===== config.mk =====
export PLATFORM = sky130hd
export DESIGN_NAME = seq_comp_iter
export DESIGN_NICKNAME = d
export VERILOG_FILES = /design/src/rtl/seq_comp_iter.sv
export SDC_FILE = /design/constraint.sdc
export NUM_CORES = 1
export LEC_CHECK = 0
export BUFFER_PORTS_ARGS = -buffer_cell sky130_fd_sc_hd__buf_2
export CAP_MARGIN = 20
export CORE_MARGIN = 4
export CORE_UTILIZATION = 35
export DETAILED_ROUTE_END_ITERATION = 10
export PLACE_DENSITY = 0.54
export SYNTH_ARGS = -nofsm -noshare
export SYNTH_HDL_FRONTEND = slang
export SYNTH_SLANG_ARGS = --single-unit

===== constraint.sdc =====
create_clock -name clock -period 4.05 [get_ports clock]
set_input_delay 0.2025 -clock clock [delete_from_list [all_inputs] [get_ports clock]]
set_output_delay 0.2025 -clock clock [all_outputs]
set_load 0.05 [all_outputs]

===== src/rtl/seq_comp_iter.sv =====
// seq_comp_iter: iterative magnitude comparator that walks two bits per cycle, MSB pair first.
// Ports: clock, reset (async, active-low), start/ready/done handshake, is_signed,
//        data_operandA/B (WIDTH), result flags isEqual/isGreaterThan/isLessThan (valid in DONE).
// Build option: define SEQ_COMP_EARLY_EXIT_EN to leave RUN as soon as the first differing pair is seen.
module seq_comp_iter #(
  parameter int WIDTH = 32
) (
  input  logic             clock,
  input  logic             reset,
  input  logic             start,
  input  logic             is_signed,
  input  logic [WIDTH-1:0] data_operandA,
  input  logic [WIDTH-1:0] data_operandB,
  output logic             ready,
  output logic             done,
  output logic             isEqual,
  output logic             isGreaterThan,
  output logic             isLessThan
);
  localparam int NP = WIDTH / 2;
  localparam int IW = $clog2(NP);
  typedef enum logic [1:0] {IDLE, RUN, DONE} state_t;
  state_t           state_q, state_d;
  logic             eq_q, eq_d, gt_q, gt_d;
  logic [IW-1:0]    idx_q, idx_d;
  logic [WIDTH-1:0] a_q, a_d, b_q, b_d;
  logic [WIDTH-1:0] flip;
  logic [1:0]       pa, pb;
  logic             accept, step, leave;
  // Flipping the sign bit of both operands maps two's complement onto offset binary,
  // so the unsigned pair cascade yields the signed ordering.
  assign flip   = {is_signed, {(WIDTH-1){1'b0}}};
  assign accept = start & ready;
  assign pa     = a_q[{idx_q, 1'b0} +: 2];
  assign pb     = b_q[{idx_q, 1'b0} +: 2];
  // Once a differing pair has been seen the verdict is final; later pairs are ignored.
  assign step   = (state_q == RUN) & eq_q;
`ifdef SEQ_COMP_EARLY_EXIT_EN
  assign leave  = (idx_q == '0) | (eq_q & (pa != pb));
`else
  assign leave  = (idx_q == '0);
`endif
  always_ff @(posedge clock or negedge reset) begin
    if (!reset) state_q <= IDLE;
    else        state_q <= state_d;
  end
  always_comb begin
    state_d = accept ? RUN : ((state_q == RUN) && leave) ? DONE : state_q;
  end
  always_comb begin
    ready         = (state_q != RUN);
    done          = (state_q == DONE);
    isEqual       = done & eq_q;
    isGreaterThan = done & gt_q & ~eq_q;
    isLessThan    = done & ~gt_q & ~eq_q;
  end
  always_comb begin
    a_d   = accept ? (data_operandA ^ flip) : a_q;
    b_d   = accept ? (data_operandB ^ flip) : b_q;
    eq_d  = accept ? 1'b1 : step ? (pa == pb) : eq_q;
    gt_d  = accept ? 1'b0 : step ? (pa > pb) : gt_q;
    idx_d = accept ? IW'(NP - 1) : (state_q == RUN) ? idx_q - IW'(1) : idx_q;
  end
  always_ff @(posedge clock or negedge reset) begin
    if (!reset) begin
      a_q   <= '0;
      b_q   <= '0;
      eq_q  <= 1'b1;
      gt_q  <= 1'b0;
      idx_q <= '0;
    end else begin
      a_q   <= a_d;
      b_q   <= b_d;
      eq_q  <= eq_d;
      gt_q  <= gt_d;
      idx_q <= idx_d;
    end
  end
endmodule

==> Yosys cells after proc, flatten, opt, wreduce, memory -nomap -nowiden <==
Cells that the tools add are included.
{ "word_totals": {"register_bits": 72, "inputBits": 68, "out_inout_bits": 5} }
{ "classes": {"addsub": 1, "n_lt_le_gt_ge": 1, "n_eq_ne": 4, "shift": 2, "n_mux": 8, "n_bitwise": 11, "n_reduce_logical": 5} }
{ "op_table": {"columns": ["cell", "count"], "rows": [
  ["$shiftx 32x6->2", 2],
  ["$xor 32x32->32", 2],
  ["$mux 4", 2],
  ["$and 1x1->1", 7],
  ["$reduce_bool 2->1", 3],
  ["$logic_not 4->1", 1],
  ["$mux 1", 4],
  ["$mux 2", 2],
  ["$sub 4x1->4 const B", 1],
  ["$eq 2x1->1 const B", 1],
  ["$eq 2x2->1", 1],
  ["$eq 2x2->1 const B", 1],
  ["$gt 2x2->1", 1],
  ["$ne 2x1->1 const B", 1],
  ["$not 1->1", 2],
  ["$logic_and 1x1->1", 1]
]} }

==> Longest topological paths before layout <==
{ "depth": {"word_depth": 4, "depth_mapped": 8, "depth_no_buf": 7} }

==> Least setup slack after synthesis <==
Ideal clock, no wire load.
{ "synth_path": {"path_kind": "reg-to-output", "start": "reg state_q[1]", "end": "out isLessThan", "arrival_ns": 2.012, "slack_ns": 1.835, "stages_incl_launch_ff": 3, "cell_sequence": "dfrtp_1 > inv_1 > nor4_1"} }
{ "synth_between": {"elab_chain_len": 3} }
{ "synth_rtl": {"columns": ["element", "line_no", "text"], "rows": [
  ["start: declaration", "23", "state_t state_q, state_d;"],
  ["start signal: assignment", "45", "else state_q <= state_d;"],
  ["$eq 2x2->1", "52", "done = (state_q == DONE);"],
  ["$and 1x1->1 (2 in series)", "55", "isLessThan = done & ~gt_q & ~eq_q;"],
  ["end: declaration", "18", "output logic isLessThan"]
]} }
No other way between the ends.

==> Worst setup path in the final report <==
{ "layout_path": {"start": "reg idx_q[0]", "end": "reg gt_q"} }
{ "layout_between": {"elab_chain_len": 4, "elab_cells_between_ends": 5} }
{ "layout_rtl": {"columns": ["element", "line_no", "text"], "rows": [
  ["start: declaration", "25", "logic [IW-1:0] idx_q, idx_d;"],
  ["start signal: assignment", "76", "idx_q <= idx_d;"],
  ["$shiftx 32x6->2 (on tied branches)", "34, 35", null],
  ["$gt 2x2->1 *", "61", "gt_d = accept ? 1'b0 : step ? (pa > pb) : gt_q;"],
  ["$mux 1 * (2 in series)", "61", null],
  ["end signal: assignment", "75", "gt_q <= gt_d;"],
  ["end: declaration", "24", "logic eq_q, eq_d, gt_q, gt_d;"]
]} }
Every way passes the cells marked *; elsewhere a longest branch is shown, timed or not. The select of a mux whose other input is x is not followed.
A chain may end at the register's enable or synchronous reset.

==> metrics.cfg <==
[yosys]
synthFlopType = dfrtp_1
synth.cell_area_um2 = 3600
yosys.cell_count.top_type = dfrtp_1
syn_inst = 222
yosysWarnings = 0
synth_edf_count = 0
synth_cell_types = 31
synth_common_cells = dfrtp_1 (71), mux2_4 (49), mux4_2 (16)
netlist.top_cell.by_area = dfrtp_1
yosysTopAreaCellShare_pct = 49.3
synth.area.top_cells = dfrtp_1 (49%), mux2_4 (20%), mux4_2 (10%), mux2_2 (4.7%), buf_12 (3.3%)
ys_seq_area_share_pct = 50.1
ys_ff_latch = 72
async_flop_share_pct = 100
syn_nets = 293
avgSynthCellArea_um2 = 16.2

[critical_path]
crit_top_cell = nand3_1
startpoint_type = flop
cp_cell_sequence = buf_4 -> mux4_2 -> nand3_1 -> nand3_1 -> ha_1 -> a21o_1 -> a32o_1
crit_type = flop to flop
cp_max_fo = 11
cp.buffers_inverters = 1
crit_family = flip-flops
cp.arrival_ns = 2.85
critPathRequiredTime_ns = 4.29
slowest_delay_ns = 0.76
crit_slowest_cell = dfrtp_1
endpoint_kind = flop

[cells_and_area]
fin_util_pct = 42.1
synthToLayoutAreaGrowth_pct = 15.7
final_area_um2 = 4170
stdcell_count = 431
final_layout_size_suffix_gt1_share_pct = 58.4
nets = 364
nFillCells = 941
n_antenna_cell = 0
seqCellArea_um2 = 1800
multi_input_area_um2 = 1590

[cts]
h-tree-depth = 3
cts_buffers = 9
cts_root_buf = clkbuf_8
cts_tree = yes
postCtsResizedCells = 0
clock_latency_ns = 0.35
cts_max_path_buffers = 2
clock_sinks = 72
path_clk_slew_ns = 0.08
postCtsHoldBufs = 0
postCtsSetupRepairBufs = 0

[route]
routed_wl_mm = 7.18
wl_per_cell_um = 16.7
antenna_left = 0
via_per_inst = 4.77
remaining_drc_errors = 0
vias = 2054
dr.pass1.iters = 4
drt_iter0_markers = 144

[grt]
antenna_found_initial = 0
track_usage_pct = 13.1
grt.overflow.total = 0
grt_pass1_wl_mm = 11.6
grt_start_max_net_pins = 73
grt_pass1_vias = 2174

[placement]
placed_cell_area_um2 = 3970
dp_hpwl_mm = 5.08
gp_congestion = 0.713
portBuffers = 72
place_worst_setup_slack_ns = 1.39
numPlacedInstances = 414

[pwr]
p_per_area_nw_per_um2 = 857
p_leak_nw = 2.05
peakVddDrop_mv = 0.332
total_power_mw = 3.57

[sta]
max_freq_ghz = 0.383
setup_tns_ns = 0
maxSlewViolCount = 0
worst_pin_slew_ns = 0.915
period_needed_ns = 2.61
setup_ws_ns = 1.44
hold_slack_ns = -0.0138
finalClockSkew_ns = 0.00760
slew_headroom_pct = 39.0
setup_viol_count_final = 0
period_share_pct = 64.4
rsz0062_at_grt = no
hold_violations = 23

[die]
initial_core_util_pct = 36.3
io_pins = 73
die_area_um2 = 12000
core_um2 = 9910
die_h_um = 109
die_x_um = 109
num_rows = 36

[worst_hold_path]
hold_class = primary input to asynchronous set/reset pin

[job]
max_cap_viol_count = 0

[run_status]
status = finished, violations left
violations = hold timing

final timing paths:
path                                       end  slack [ns]  cells after the start                 start
max                           gt_q$_DFFE_PN0P_        1.44                      7  idx_q[0]$_DFFE_PN0P_
min                        b_q[15]$_DFFE_PN0P_       -0.01                      1                 reset
max reg2reg                   gt_q$_DFFE_PN0P_        1.44                      7  idx_q[0]$_DFFE_PN0P_
min reg2reg                a_q[22]$_DFFE_PN0P_        0.51                      1   a_q[22]$_DFFE_PN0P_
max in group asynchronous   a_q[1]$_DFFE_PN0P_        3.47                      1                 reset
min in group clock         a_q[23]$_DFFE_PN0P_        0.08                      2     data_operandA[23]
routing by layer:
metal	share of wire, %	global-route usage, %
met3	7.1	4.70
met1	46	18.0
met5	0	0
met2	46	19.1
met4	1.3	4.27
flip-flops by register name (all words and copies together), names as in the netlist:
signal / flops
gt_q: 1
idx_q: 4
eq_q: 1
b_q: 32
a_q: 32
state_q: 2
power by group:
part           internal, mW  total (mW)  switching (mW)
Combinational          1.07        1.68           0.603
Sequential             1.10        1.40           0.300
Clock                 0.234       0.501           0.266
Total                  2.40        3.57            1.17
cell usage in the layout (no fill, tap or decap), drive strengths merged, types with 3 or more instances in the layout:
cell | netlist | routed
a22oi | 4 | 4
and3 | 3 | 3
buf | 10 | 74
clkbuf | 4 | 10
clkinv | 0 | 4
dfrtp | 71 | 71
ha | 3 | 3
inv | 7 | 7
mux2 | 64 | 64
mux2i | 3 | 3
mux4 | 16 | 16
nand2 | 5 | 5
nand3 | 7 | 7
nor2b | 3 | 3
nor3 | 3 | 3
o21ai | 7 | 7
area by class of cell:
class / instances / share of cell area [%]
Timing Repair Buffer: 74 / 9.55
Clock inverter: 6 / 0.841
Clock buffer: 10 / 3.30
Tap cell: 133 / 3.99
Inverter: 7 / 0.811
Sequential cell: 72 / 43.3
Multi-Input combinational cell: 129 / 38.2
cells by family after synthesis:
logic type	synth area share [%]
and+or+nand+nor	3.75
AOI/OAI and AO/OA	3.02
adders and majority gates	1.04
buffers and inverters	5.66
muxes	36.0
xor gates and xnor gates	0.487
DFF	50.1
No activity file was read; power rests on OpenSTA's default activity.
